`src/rtl/ramp_pkg.sv`:
```
// ramp_pkg: shared definitions for the motor soft-start sequencer.
//   - ramp_state_e : sequencer states
//   - LVL_*        : one-hot level codes, bit0=30 %, bit1=50 %, bit2=100 %
//   - DWELL_W      : width of the per-step dwell counter
//   - level_of()   : level code for a given state
package ramp_pkg;

  localparam int DWELL_W = 4;

  typedef enum logic [2:0] {
    ST_IDLE   = 3'd0,
    ST_STEP30 = 3'd1,
    ST_STEP50 = 3'd2,
    ST_RUN100 = 3'd3,
    ST_DOWN50 = 3'd4,
    ST_DOWN30 = 3'd5,
    ST_FAULT  = 3'd6
  } ramp_state_e;

  localparam logic [2:0] LVL_OFF = 3'b000;
  localparam logic [2:0] LVL_30  = 3'b001;
  localparam logic [2:0] LVL_50  = 3'b010;
  localparam logic [2:0] LVL_100 = 3'b100;

  function automatic logic [2:0] level_of(input ramp_state_e st);
    logic [2:0] lvl;
    lvl = LVL_OFF;
    case (st)
      ST_STEP30, ST_DOWN30: lvl = LVL_30;
      ST_STEP50, ST_DOWN50: lvl = LVL_50;
      ST_RUN100:            lvl = LVL_100;
      default:              lvl = LVL_OFF;
    endcase
    return lvl;
  endfunction

endpackage

```
`src/rtl/ramp_dwell_counter.sv`:
```
// ramp_dwell_counter: counts qualifying ticks spent at one ramp level.
//   clk, reset : system clock, asynchronous active-high reset
//   clear      : zero the count (wins over tick)
//   tick       : step enable from the prescaler
//   limit      : dwell length in ticks (1..15)
//   expire     : combinational, high when this tick is the last one of the dwell
module ramp_dwell_counter
  import ramp_pkg::*;
(
  input  logic               clk,
  input  logic               reset,
  input  logic               clear,
  input  logic               tick,
  input  logic [DWELL_W-1:0] limit,
  output logic               expire
);

  logic [DWELL_W-1:0] cnt_q;
  logic [DWELL_W-1:0] cnt_d;

  // >= rather than == so a count that somehow overshoots still expires.
  assign expire = tick && (cnt_q >= (limit - DWELL_W'(1)));

  always_comb begin
    cnt_d = cnt_q;
    if (clear) begin
      cnt_d = '0;
    end else if (tick && (cnt_q != {DWELL_W{1'b1}})) begin
      // Saturate at 15 so the count can never wrap back to zero.
      cnt_d = cnt_q + DWELL_W'(1);
    end
  end

  always_ff @(posedge clk or posedge reset) begin
    if (reset) begin
      cnt_q <= '0;
    end else begin
      cnt_q <= cnt_d;
    end
  end

endmodule

```
`src/rtl/ramp_sequencer.sv`:
```
// ramp_sequencer: commanded three-level motor soft start (30/50/100 %).
//   Parameters : FAST_DWELL, SLOW_DWELL - ticks held at each intermediate level
//   Inputs     : clk, reset (async, active high), tick, start_fast, start_slow,
//                stop, fault, fault_clr
//   Outputs    : out_30/out_50/out_100 (one-hot or zero), busy, at_speed,
//                fault_latched, state_dbg (current FSM state for checkers)
//   Build macro: RAMP_SOFT_STOP_EN - stop ramps down through DOWN50/DOWN30
//                instead of dropping straight to IDLE.
// Command priority each cycle: fault > stop > start > tick progress.
// All outputs are registered and decoded from the next state, so a command
// shows on the outputs one clock after it is sampled.
module ramp_sequencer
  import ramp_pkg::*;
#(
  parameter int FAST_DWELL = 1,
  parameter int SLOW_DWELL = 3
) (
  input  logic       clk,
  input  logic       reset,
  input  logic       tick,
  input  logic       start_fast,
  input  logic       start_slow,
  input  logic       stop,
  input  logic       fault,
  input  logic       fault_clr,
  output logic       out_30,
  output logic       out_50,
  output logic       out_100,
  output logic       busy,
  output logic       at_speed,
  output logic       fault_latched,
  output logic [2:0] state_dbg
);

  localparam logic [DWELL_W-1:0] FAST_LIM = DWELL_W'(FAST_DWELL);
  localparam logic [DWELL_W-1:0] SLOW_LIM = DWELL_W'(SLOW_DWELL);

  ramp_state_e state_q, state_d;
  logic        mode_q, mode_d;     // 1 = slow ramp, latched on leaving IDLE
  logic [2:0]  lvl_q;
  logic        busy_q, at_speed_q, fault_q;
  logic        cnt_clear, expire;

  ramp_dwell_counter u_dwell (
    .clk    (clk),
    .reset  (reset),
    .clear  (cnt_clear),
    .tick   (tick),
    .limit  (mode_q ? SLOW_LIM : FAST_LIM),
    .expire (expire)
  );

  always_comb begin
    state_d = state_q;
    mode_d  = mode_q;
    if (fault) begin
      state_d = ST_FAULT;
    end else begin
      case (state_q)
        ST_IDLE: begin
          // start_slow wins when both requests are present.
          if (start_slow) begin
            state_d = ST_STEP30;
            mode_d  = 1'b1;
          end else if (start_fast) begin
            state_d = ST_STEP30;
            mode_d  = 1'b0;
          end
        end
        ST_STEP30: begin
          if (stop)        state_d = ST_IDLE;
          else if (expire) state_d = ST_STEP50;
        end
        ST_STEP50: begin
`ifdef RAMP_SOFT_STOP_EN
          if (stop)        state_d = ST_DOWN30;
`else
          if (stop)        state_d = ST_IDLE;
`endif
          else if (expire) state_d = ST_RUN100;
        end
        ST_RUN100: begin
`ifdef RAMP_SOFT_STOP_EN
          if (stop) state_d = ST_DOWN50;
`else
          if (stop) state_d = ST_IDLE;
`endif
        end
`ifdef RAMP_SOFT_STOP_EN
        // Ramp-down ignores further stop and start requests.
        ST_DOWN50: if (expire) state_d = ST_DOWN30;
        ST_DOWN30: if (expire) state_d = ST_IDLE;
`endif
        // fault is known low here, so fault_clr alone releases the latch.
        ST_FAULT:  if (fault_clr) state_d = ST_IDLE;
        default:   state_d = ST_IDLE;
      endcase
    end
  end

  // The dwell count only runs in the timed states and restarts on every
  // state change, so the tick that accompanies a start is never counted.
  always_comb begin
    cnt_clear = (state_d != state_q) ||
                !(state_q inside {ST_STEP30, ST_STEP50, ST_DOWN50, ST_DOWN30});
  end

  always_ff @(posedge clk or posedge reset) begin
    if (reset) begin
      state_q    <= ST_IDLE;
      mode_q     <= 1'b0;
      lvl_q      <= LVL_OFF;
      busy_q     <= 1'b0;
      at_speed_q <= 1'b0;
      fault_q    <= 1'b0;
    end else begin
      state_q    <= state_d;
      mode_q     <= mode_d;
      lvl_q      <= level_of(state_d);
      busy_q     <= !(state_d inside {ST_IDLE, ST_FAULT});
      at_speed_q <= (state_d == ST_RUN100);
      fault_q    <= (state_d == ST_FAULT);
    end
  end

  assign out_30        = lvl_q[0];
  assign out_50        = lvl_q[1];
  assign out_100       = lvl_q[2];
  assign busy          = busy_q;
  assign at_speed      = at_speed_q;
  assign fault_latched = fault_q;
  assign state_dbg     = state_q;

endmodule

```
`config.mk`:
```
export PLATFORM = sky130hd
export DESIGN_NAME = ramp_sequencer
export DESIGN_NICKNAME = d
export VERILOG_FILES = /design/src/rtl/ramp_pkg.sv /design/src/rtl/ramp_dwell_counter.sv /design/src/rtl/ramp_sequencer.sv
export SDC_FILE = /design/constraint.sdc
export NUM_CORES = 1
export LEC_CHECK = 0
export ABC_AREA = 1
export BUFFER_PORTS_ARGS = -buffer_cell sky130_fd_sc_hd__clkbuf_2
export CORE_MARGIN = 8
export CORE_UTILIZATION = 53
export CTS_CLUSTER_SIZE = 28
export DETAILED_ROUTE_END_ITERATION = 10
export PLACE_DENSITY = 0.81
export SLEW_MARGIN = 40
export SYNTH_ARGS = -nofsm -noshare
export SYNTH_HDL_FRONTEND = slang
export SYNTH_SLANG_ARGS = --single-unit
```
`constraint.sdc`:
```
create_clock -name clk -period 2.3 [get_ports clk]
set_clock_uncertainty 0.05 [all_clocks]
set_input_delay 0.345 -clock clk [delete_from_list [all_inputs] [get_ports clk]]
set_output_delay 0.345 -clock clk [all_outputs]
set_load 0.1 [all_outputs]
```
---- After elaboration in Yosys (flattened, before gate mapping) ----
Cells that the tools add are included.
Widths: inputs -> output; s select.
word-level totals
  register bits after elaboration ......... 14
  output and inout bits ................... 9
  bits of input ports ..................... 8
  logic and storage cells ................. 55
cells by class
  muxes and demuxes ....................... 16
  add/subtract/negate cells ............... 2
  reductions and logical operators ........ 14
  bitwise logic cells ..................... 1
  equal/unequal tests ..................... 14
  order comparisons ....................... 1
operators with widths
  kind                 count
  $mux 3               9
  $eq 3x3->1 const B   6
  $pmux 3 s5           1
  $eq 3x2->1 const B   4
  $pmux 3 s3           1
  $mux 4               2
  $eq 3x1->1 const B   2
  $logic_not 3->1      2
  $reduce_bool 2->1    3
  $add 4x1->4 const B  1
  $ge 4x4->1           1
  $ne 4x4->1 const B   1
  $reduce_bool 4->1    1
  $reduce_or 2->1      2
  $ne 3x3->1           1
  $reduce_and 3->1     1
  $sub 2x1->3 const B  1
  $logic_and 1x1->1    2
  $logic_not 1->1      2
  $mux 1               2
  $mux 2               1
  $logic_or 1x1->1     1
  $not 1->1            1

---- Depth between registers and ports, before layout ----
  word-level depth ........................ 11
  depth in mapped cells ................... 13
  gate-level depth less buffers ........... 13

---- Hierarchy ----
Synthesis repeated with hierarchy kept, for this count alone.
second synthesis, totals
  cell total of the unflattened synthesis .. 119
  area, all modules ....................... 894.6 µm²
modules (own cells, without submodules)
  module              times used  cells each  area an instance (µm²)
  ramp_sequencer      1           68          524.3
  ramp_dwell_counter  1           51          370.4

---- Worst setup path after synthesis ----
OpenSTA, ideal clock, no wires.
  kind .................................... flip-flop to flip-flop
  from .................................... reg state_q[1] (netlist: state_dbg[1])
  to ...................................... reg u_dwell.cnt_q[1]
  data arrival time ....................... 1919 ps
  setup time .............................. 121 ps
  buffers on the path ..................... 0
  stages on the path, launching flop included .. 10
  clock period less this slack ............ 2090 ps
  slack ................................... 210 ps
  path through ............................ dfrtp_1 -> nand3_1 -> a21oi_2 -> nand3_1 -> nand2_1 -> nand2_2 -> nand2_1 -> nand2_1 -> nand2_2 -> nor2_1
on the way
  word-level cells in the longest chain between the ends .. 7
  elaborated cells between the ends (all ways) .. 23
ends and longest elaborated chain
  what                                         RTL line                                                          source
  start: declaration                           ramp_sequencer.sv:38                                              ramp_state_e state_q, state_d;
  start signal: assignment                     ramp_sequencer.sv:117                                             state_q <= state_d;
  $mux 3, on equally long branches             ramp_sequencer.sv:80, ramp_sequencer.sv:65, ramp_sequencer.sv:72
  $mux 3, on equally long branches             ramp_sequencer.sv:78, ramp_sequencer.sv:62, ramp_sequencer.sv:71
  $pmux 3 s5                                   ramp_sequencer.sv:59                                              case (state_q)
  $mux 3                                       ramp_sequencer.sv:56                                              if (fault) begin
  $ne 3x3->1                                   ramp_sequencer.sv:104                                             cnt_clear = (state_d != state_q) ||
  $logic_or 1x1->1 *                           ramp_sequencer.sv:104
  $mux 4 or $reduce_bool 2->1 (tied branches)  --
  end signal: assignment                       ramp_dwell_counter.sv:38                                          cnt_q <= cnt_d;
  end: declaration                             ramp_dwell_counter.sv:18                                          logic [DWELL_W-1:0] cnt_q;
Mark *: on every way between the ends. The rest lies on a longest branch, timed or not.
A chain may end at the register's enable or synchronous reset.

---- Worst setup path in the final report ----
  from .................................... reg u_dwell.cnt_q[1]
  to ...................................... reg u_dwell.cnt_q[1]
on the way
  word-level cells in the longest chain between the ends .. 9
  elaborated cells between the ends (all ways) .. 16
ends and longest elaborated chain
  what                                         RTL line                                    source
  $ge 4x4->1 *                                 ramp_dwell_counter.sv:22                    assign expire = tick && (cnt_q >= (limit - DWELL_W'(1)));
  $logic_and 1x1->1 *                          ramp_dwell_counter.sv:22
  $mux 3, on equally long branches             ramp_sequencer.sv:80, ramp_sequencer.sv:72
  $mux 3, on equally long branches             ramp_sequencer.sv:78, ramp_sequencer.sv:71
  $pmux 3 s5 *                                 ramp_sequencer.sv:59
  $mux 3 *                                     ramp_sequencer.sv:56
  named net state_d[1]                         ramp_sequencer.sv:38
  $ne 3x3->1 *                                 ramp_sequencer.sv:104
  $logic_or 1x1->1 *                           ramp_sequencer.sv:104
  $mux 4 or $reduce_bool 2->1 (tied branches)  --
Mark *: on every way through the listed nets, which the timed path passes. The rest lies on a longest branch. The select of a mux whose other input is x is not followed.

==> out/results.tsv <==
metric	value	unit
outcome	complete, no violations	
synthTopCellsByArea	dfrtp_1 50%, nor2_1 7.6%, nand3_1 7.2%	
post_cts_buffers	0	
pwr-share-comb	0.309	
core.rowCount	13	
p_sw	244	uW
clkSlewWorstSetupHoldPaths	0.08	ns
die_width	52.2	um
startpoint_type	flop	
wl_per_cell	12.2	um
cts_tree	done	
drc	0	
crit_fanout	4	
clk_latency	0.27	ns
endpoint_kind	flop	
groute.usage.overall	0.115	
synthArstFlopShare	1.00	
max_cap_violations	0	
synth_top_area_cell	dfrtp_1	
yosysWarnings	0	
dieArea	2720	um2
total_leakage_power	0.457	nW
cts_made_buffers	3	
drtIter0Drc	16	
synth_area	694	um2
maxSlewViolCount	0	
synth-seq-area-share	0.505	
finalCriticalPeriod	1.71	ns
synth.avg_cell_area	8.37	um2
grt_overflow_total	0	
areaGrowthSynthToFinish	19.5	%
start_util	0.547	
ys.flop_type	dfrtp_1	
fmaxAchievable	586	MHz
ys_seq_elements	14	
synth_edf_count	0	
setup_tns	0	ns
synthTopCellsByCount	14 x dfrtp_1, 14 x nor2_1, 13 x nand2_1	
post_cts_resized	0	
portBuffers	16	
clock_power_share	0.260	
cp.arrival	1.86	ns
n_antenna_cell	0	
die_h	52.2	um
drtPass1Iterations	4	
dp_hpwl	1.14	mm
worst_pin_slew	0.554	ns
slew_headroom	0.632	
syn_inst	83	
ys_types	18	
grt_pass1_vias	545	
ant_nets	0	
setup_viol	0	
fin_nets	114	
finalHoldViolCount	0	
grt_pass1_wl	2.35	mm
gp_congestion	0.849	
cts_root_buffer	clkbuf_4	
num-fill-cells	109	
irDropWorstVdd	0.000471	V
power-per-cell-area	786	nW/um2
cts_hold_buffers	0	
synth.top_cell.area_share	0.505	
boundaryPins	17	
crit_type	flop to flop	
htree_levels	1	
cts_buffer_depth	2	
cts.sinks	14	
finalCritPeriodShare	0.742	
internal_power	407	uW
core-area	1270	um2
routed_wl	1.44	mm
required	2.46	ns
switching_share	0.375	
seqPwrFrac	0.430	
antenna_found_initial	0	
via_per_inst	5.09	
grt_max_degree	15	
rsz0062_at_grt	no	
syn_nets	93	
vias	601	
hold_class	input pin to asynchronous set/reset pin	
fin_util	0.654	
drive_gt1_frac	0.262	
## per-layer routing
metal  up-vias  track usage  routed length (um)
li1        311            -                   -
met3         2       0.0483                  99
met2        17        0.198                 767
met5         -            0                   0
met4         0       0.0474                  10
met1       271        0.122                 567
## worst max-delay path: stages (launching register included)
cell and delay [ns]:
dfrtp_1 0.40, inv_1 0.08, ha_1 0.22, nand2_1 0.06
nand3_1 0.08, nand2_1 0.09, nand2_1 0.05, nand2_1 0.11
nand3_2 0.11, nand2_1 0.08, nand2_1 0.06, nor2_2 0.08
nand2_2 0.08, nor2_1 0.09
## state kept, by name, indices dropped and copies added, names as in the netlist
register and count:
fault_latched 1, at_speed 1, lvl_q 3, state_dbg 3
u_dwell.cnt_q 4, mode_q 1, busy 1
## final timing paths
| kind | startpoint | endpoint | slack, ns | depth (start not counted) |
|---|---|---|---|---|
| worst max-delay path | u_dwell.cnt_q[1] | u_dwell.cnt_q[1] | 0.59 | 13 |
| worst min-delay path | reset | mode_q | 0.02 | 2 |
| worst max register to register | u_dwell.cnt_q[1] | u_dwell.cnt_q[1] | 0.59 | 13 |
| worst min register to register | mode_q | mode_q | 0.47 | 1 |
| max in group asynchronous | reset | lvl_q[2] | 1.84 | 2 |
| min in group clk | start_slow | mode_q | 0.27 | 2 |
## stage by stage
step	instance area (um2)	instances	worst slack, ns	hold WS (ns)	power, mW
floorplan	694	83	0.210	0.184	0.447
global placement	793	114	0.674	0.321	0.482
detailed placement	793	114	0.602	0.328	0.487
CTS	830	118	0.589	0.0255	0.657
global route	830	118	0.407	0.0736	0.690
finish	830	118	0.594	0.0185	0.652
## power by group through the flow
stage	Sequential, mW	Combinational (mW)	Clock (mW)
6_report	0.280	0.202	0.170
2_1_floorplan	0.372	0.0751	0
3_5_place_dp	0.286	0.201	0
5_1_grt	0.283	0.217	0.190
3_3_place_gp	0.285	0.197	0
4_1_cts	0.281	0.202	0.174
## area by class of cell
cell class	instances	area, um2	share of cell area
multi-input cells	57	299	0.360
inverters	12	45.0	0.0543
flip-flops and latches	14	350	0.422
repair buffers	16	80.1	0.0965
clock buffers	4	36.3	0.0437
well taps	15	18.8	0.0226
## placed cells by master, fill, tap and decap left out
cell type	count
o211ai_1	2
ha_1	2
nand3_1	10
dfrtp_1	14
nor2_2	1
mux2_2	1
nand3_2	1
a21oi_1	1
nor2_1	14
clkbuf_8	1
nand4_1	1
xor2_1	2
nand2_1	13
a21oi_2	1
nor3_1	2
clkbuf_2	16
clkbuf_4	3
nand2_2	2
inv_1	11
inv_2	1
o21ai_0	4
## cells by family (layout without fill, tap and decap cells)
family / count (synthesis) / in the layout / share of synthesized area
flip-flops: 14 / 14 / 0.505
AND/OR/NAND/NOR: 44 / 44 / 0.283
buffers and inverters: 12 / 32 / 0.0649
adder cells (fa/ha/maj): 2 / 2 / 0.0360
AO/OA/AOI/OAI: 8 / 8 / 0.0703
multiplexers: 1 / 1 / 0.0162
XOR/XNOR: 2 / 2 / 0.0252
Power figures use the tool's default switching activity.
